### config.mk
export PLATFORM = sky130hd
export DESIGN_NAME = lock_arbiter
export DESIGN_NICKNAME = d
export VERILOG_FILES = /design/src/rtl/lock_arbiter.sv
export SDC_FILE = /design/constraint.sdc
export NUM_CORES = 1
export LEC_CHECK = 0
export CAP_MARGIN = 10
export CORE_UTILIZATION = 54
export DETAILED_ROUTE_END_ITERATION = 7
export PLACE_DENSITY_LB_ADDON = 0.25
export SYNTH_ARGS = -nofsm -noshare
export SYNTH_HDL_FRONTEND = slang
export SYNTH_SLANG_ARGS = --single-unit
### constraint.sdc
create_clock -name clk -period 3.5 [get_ports clk]
set_clock_uncertainty 0.15 [all_clocks]
set_input_delay 0.35 -clock clk [delete_from_list [all_inputs] [get_ports clk]]
set_output_delay 0.35 -clock clk [all_outputs]
set_load 0.01 [all_outputs]
### src/rtl/lock_arbiter.sv
// lock_arbiter: schedules the single lock chamber between vessels waiting on
// the arrival (outer) side and the departure (inner) side. Pending requests
// are counted per side and served round-robin. A one-cycle grant pulse starts
// an interlock transfer. No further grant is issued until the interlock has
// gone busy, reported cycleDone, and a fixed settle time has passed.
//
// Pulse protocol: arriveReq, leaveReq and cycleDone are single-cycle strobes
// that are sampled on one posedge each. grantArrive, grantLeave, dropped and
// startFail are single-cycle registered strobes. There is no back-pressure:
// a request that arrives while its queue is full is lost, and dropped flags it.
module lock_arbiter #(
  parameter int QW       = 3,
  parameter int START_TO = 16,
  parameter int SETTLE   = 4
) (
  input  logic          clk,
  input  logic          reset,
  input  logic          arriveReq,
  input  logic          leaveReq,
  input  logic          lockBusy,
  input  logic          cycleDone,
  output logic          grantArrive,
  output logic          grantLeave,
  output logic [QW-1:0] arriveCount,
  output logic [QW-1:0] leaveCount,
  output logic          arriveFull,
  output logic          leaveFull,
  output logic          dropped,
  output logic          startFail,
  output logic [1:0]    stateLeds
);

  localparam logic [QW-1:0] MAX_COUNT = '1;
  localparam int TW = $clog2(START_TO + SETTLE + 1);

  typedef enum logic [1:0] {
    IDLE      = 2'b00,
    WAIT_BUSY = 2'b01,
    BUSY      = 2'b10,
    SETTLING  = 2'b11
  } state_t;

  state_t        state;
  logic [TW-1:0] timer;
  logic          lastLeave;      // 1: the last side served was departure
  logic          prevLastLeave;  // value of lastLeave before the current grant
  logic          grantedArrive;  // side of the in-flight grant

  logic          canGrant;
  logic          pickArrive;
  logic          decArrive;
  logic          decLeave;
  logic          timeout;
  logic          restoreArrive;
  logic          restoreLeave;
  logic [QW-1:0] nextArrive;
  logic [QW-1:0] nextLeave;
  logic          dropArrive;
  logic          dropLeave;

  // The FSM state register doubles as the LED debug output.
  assign stateLeds = state;

  // Grant selection, start timeout, and the next value of each queue counter.
  always_comb begin
    canGrant      = (state == IDLE) && !lockBusy &&
                    ((arriveCount != '0) || (leaveCount != '0));
    pickArrive    = (arriveCount != '0) && ((leaveCount == '0) || lastLeave);
    decArrive     = canGrant && pickArrive;
    decLeave      = canGrant && !pickArrive;
    timeout       = (state == WAIT_BUSY) && !lockBusy &&
                    (timer == TW'(START_TO - 1));
    restoreArrive = timeout && grantedArrive;
    restoreLeave  = timeout && !grantedArrive;

    nextArrive = arriveCount;
    dropArrive = 1'b0;
    if (arriveReq && !decArrive) begin
      if (arriveCount == MAX_COUNT) dropArrive = 1'b1;
      else                          nextArrive = arriveCount + 1'b1;
    end else if (!arriveReq && decArrive) begin
      nextArrive = arriveCount - 1'b1;
    end
    if (restoreArrive && (nextArrive != MAX_COUNT)) nextArrive = nextArrive + 1'b1;

    nextLeave = leaveCount;
    dropLeave = 1'b0;
    if (leaveReq && !decLeave) begin
      if (leaveCount == MAX_COUNT) dropLeave = 1'b1;
      else                         nextLeave = leaveCount + 1'b1;
    end else if (!leaveReq && decLeave) begin
      nextLeave = leaveCount - 1'b1;
    end
    if (restoreLeave && (nextLeave != MAX_COUNT)) nextLeave = nextLeave + 1'b1;
  end

  // Registered FSM, counters and all output strobes.
  always_ff @(posedge clk) begin
    if (reset) begin
      state         <= IDLE;
      timer         <= '0;
      lastLeave     <= 1'b1;
      prevLastLeave <= 1'b1;
      grantedArrive <= 1'b0;
      arriveCount   <= '0;
      leaveCount    <= '0;
      arriveFull    <= 1'b0;
      leaveFull     <= 1'b0;
      grantArrive   <= 1'b0;
      grantLeave    <= 1'b0;
      dropped       <= 1'b0;
      startFail     <= 1'b0;
    end else begin
      arriveCount <= nextArrive;
      leaveCount  <= nextLeave;
      arriveFull  <= (nextArrive == MAX_COUNT);
      leaveFull   <= (nextLeave == MAX_COUNT);
      grantArrive <= decArrive;
      grantLeave  <= decLeave;
      dropped     <= dropArrive | dropLeave;
      startFail   <= timeout;

      case (state)
        IDLE: begin
          if (canGrant) begin
            prevLastLeave <= lastLeave;
            lastLeave     <= !pickArrive;
            grantedArrive <= pickArrive;
            timer         <= '0;
            state         <= WAIT_BUSY;
          end
        end
        WAIT_BUSY: begin
          if (lockBusy) begin
            state <= BUSY;
          end else if (timeout) begin
            // The transfer never started, so it does not count as served.
            lastLeave <= prevLastLeave;
            state     <= IDLE;
          end else begin
            timer <= timer + 1'b1;
          end
        end
        BUSY: begin
          if (cycleDone) begin
            timer <= '0;
            state <= SETTLING;
          end
        end
        SETTLING: begin
          if (timer == TW'(SETTLE - 1)) state <= IDLE;
          else                          timer <= timer + 1'b1;
        end
        default: state <= IDLE;
      endcase
    end
  end

endmodule

==> metrics.csv <==
stage;metric;value;unit
run_status;status;complete, no violations;
synth;synth.area.mux_share;0.05585;
sta;drv_slew;0;
floorplanning;die_w;53.53;um
clocking;htreeDepth;1;
finish;final_cell_area;1715;um^2
sta;final.setup.worst_slack;352.0;ps
detailed_routing;drt_first_iter_violations;28;
power_and_ir_drop;cellLeakagePower;0.7166;nW
place;hpwl;2301;um
detailed_routing;drc;0;
finish;antennaDiodeCount;0;
synth;synth.top_cell.area_share;0.3072;
synth;synth_cells;166;
global_routing;grt_overflow;0;
sta;setup_tns;0;ps
critical_path;critical_path.cell_chain;inv_1, ha_1, nor2b_1, o211ai_1, a31oi_1, a2bb2oi_2, ha_1, ha_1, nor3b_1, buf_4, mux2i_1, nor3_2;
global_routing;grt_util_all_layers;0.2329;
global_routing;grt_pass1_vias;1209;
global_routing;grt.busiest_layer;met2;
power_and_ir_drop;pwr-share-comb;0.507;
power_and_ir_drop;powerDensity;629.2;nW/um^2
floorplanning;pin_count;20;
clocking;insertion_delay;310;ps
synth;synthSimpleGateAreaFrac;0.2365;
synth;syn_nets;184;
job;maxCapViolations;0;
detailed_routing;first_pass_iters;4;
clocking;cts-root-buf;clkbuf_4;
critical_path;cp_max_fo;6;
critical_path;crit_path_top_delay_cell;nor2b_1;
critical_path;critPathKind;flip-flop to flip-flop;
detailed_routing;vias_per_cell;5.927;
detailed_routing;drt_wl_total;3019;um
critical_path;critPathRequiredTime;3530;ps
floorplanning;dieArea;2865;um^2
synth;ys_seq_area_frac;0.3072;
synth;yosys.cell_types.count;46;
place;preCtsSetupSlack;180.8;ps
global_routing;grt_max_degree;24;
place;dp_cells;214;
clocking;hold_buffers;0;
critical_path;cpLargestDelayFamily;simple AND/OR/NAND/NOR gates;
clocking;cts_resized;0;
global_routing;grt_antenna_before_repair;0;
clocking;cts_buffer_depth;2;
synth;synth_edf_count;0;
synth;synth_area;1434;um^2
floorplanning;num_rows;18;
floorplanning;core_area;2500;um^2
synth;yosysMostFrequentCell;dfxtp_1;
synth;yosys_warnings;0;
synth;synth-seq-cells;22;
synth;synthXorXnorAreaFrac;0.02356;
sta;slew_headroom;0.4705;
synth;synthAdderAreaFrac;0.1047;
detailed_routing;wl_per_cell;13.85;um
place;place_congestion;0.7710;
floorplanning;die_h;53.53;um
sta;timing_hold_violations_final;0;
detailed_routing;vias;1292;
clocking;numCtsBuffers;3;
sta;setup_viol;0;
finish;synthToLayoutAreaGrowth;19.63;%
critical_path;end_kind;flip-flop;
global_routing;gr-usage-met3;0.02542;
critical_path;crit_path_max_incr_delay;440;ps
sta;max_clock_freq;0.3177;GHz
sta;worstMarginPinSlew;791.8;ps
critical_path;crit_buf_inv;2;
detailed_routing;ant_nets;0;
global_routing;gr-usage-met1;0.2680;
clocking;clk_pin_slew;120;ps
synth;synth_compound_area_frac;0.2208;
clocking;post_cts_buffers;0;
critical_path;cp-start-kind;flip-flop;
global_routing;grt_use_met2;0.4313;
finish;drive_gt1_frac;0.09043;
synth;avgSynthCellArea;8.638;um^2
power_and_ir_drop;power_switching_share;0.3996;
place;placed_area;1663;um^2
worst_hold_path;hp-class;flip-flop to flip-flop;
finish;nets;207;
critical_path;arrival;3180;ps
synth;synth_top_family_by_area;simple AND/OR/NAND/NOR gates;
place;io_buffers;19;
synth;ys_top_cells_by_count;dfxtp_1 (22), nor2_1 (21), ha_1 (12), inv_1 (12), nand2_1 (12);
clocking;cts_tree;yes;
finish;layout.cells.non_filler;218;
synth;yosys.area.top_type;dfxtp_1;
power_and_ir_drop;power_switching;0.4313;mW
sta;fin_crit_sh;0.8994;
power_and_ir_drop;p_clk_frac;0.181;
sta;finalCriticalPeriod;3148;ps
critical_path;crit_top_cell;ha_1;
sta;rsz0062_at_grt;false;
synth;yosys_most_used_dff;dfxtp_1;
clocking;cts.sinks;22;
global_routing;grt_pass1_wl;4954;um
power_and_ir_drop;ir_worst_vdd;461.4;uV
power_and_ir_drop;intPower;0.6481;mW
power_and_ir_drop;seqPwrFrac;0.312;
synth;synthArstFlopShare;0;
floorplanning;start_util;0.5736;
synth;synth_area_leaders;dfxtp_1 (31%), ha_1 (10%), mux2i_1 (5.6%);
==> per-stage QoR <==
step	util	hold slack [ps]	total power, mW
after detailed placement	0.6652	315.2	0.8872
after floorplan	-	269.7	0.7319
final	0.6862	330.7	1.079
after global routing	0.6862	349.9	1.161
after global placement	0.6652	309.3	0.8570
after CTS	0.6862	332.7	1.084
==> layout by cell type, fill, tap and decap left out, drive strengths merged, types with 2 or more instances in the layout <==
master	synthesis	final
a31oi	2	2
dfxtp	22	22
a22oi	2	2
nor2	21	21
o211ai	3	3
nand4	3	3
clkdlybuf4s50	0	19
buf	3	4
o21ai	8	8
mux2i	8	8
xnor2	3	3
a2bb2oi	2	2
nand3b	2	2
nand2b	2	2
a211oi	2	2
o21bai	3	3
nand2	12	12
a21oi	7	7
nor2b	5	5
and3	2	2
inv	12	12
clkbuf	2	3
and2	2	2
ha	12	12
nand3	3	3
nor3	7	7
==> power by group through the flow <==
stage | Sequential (mW) | Combinational, mW | Clock [mW]
final | 0.337 | 0.548 | 0.195
after global placement | 0.338 | 0.519 | 0
after global routing | 0.342 | 0.612 | 0.208
after CTS | 0.336 | 0.549 | 0.199
after detailed placement | 0.341 | 0.546 | 0
after floorplan | 0.341 | 0.391 | 0
==> tightest hold or removal path, delay by kind of cell (launching register included) <==
family / cells / cell delay [ps]
flip-flops: 1 / 350
AND/OR/NAND/NOR: 1 / 60
AO/OA/AOI/OAI: 1 / 50
==> state kept, by name, indices dropped and copies added (netlist names), named ones only <==
signal         cells
leaveFull          1
timer              5
lastLeave          1
arriveFull         1
prevLastLeave      1
leaveCount         3
startFail          1
stateLeds          1
dropped            1
arriveCount        3
grantLeave         1
grantArrive        1
grantedArrive      1
==> cells by family (layout without fill, tap and decap cells) <==
family / count (synthesis) / after routing
flops: 22 / 22
xor+xnor: 3 / 3
buf+inv: 17 / 39
fa+ha+maj: 12 / 12
compound gates: 38 / 38
simple gates: 66 / 66
mux: 8 / 8
==> path summary, 6_finish.rpt <==
check	cells past startpoint	end	slack [ps]	startpoint
worst max register to register	12	arriveFull	350	leaveCount[0]
worst min register to register	2	timer[1]	330	timer[1]
worst max-delay path	12	arriveFull	350	leaveCount[0]
worst min-delay path	2	timer[1]	330	timer[1]
==> layout make-up <==
class	count	area [um^2]
Fill cell	204	784.5
Timing Repair Buffer	23	220.2
Multi-Input combinational cell	127	919.6
Sequential cell	22	440.4
Clock buffer	3	22.52
Inverter	12	45.04
Clock inverter	1	30.03
Tap cell	30	37.54
==> metal layers <==
layer	part of all wire	routed length, um
met1	0.43	1302
met2	0.52	1567
met3	0.035	105
met4	0.015	44
met5	0	0
Power figures use the tool's default switching activity.
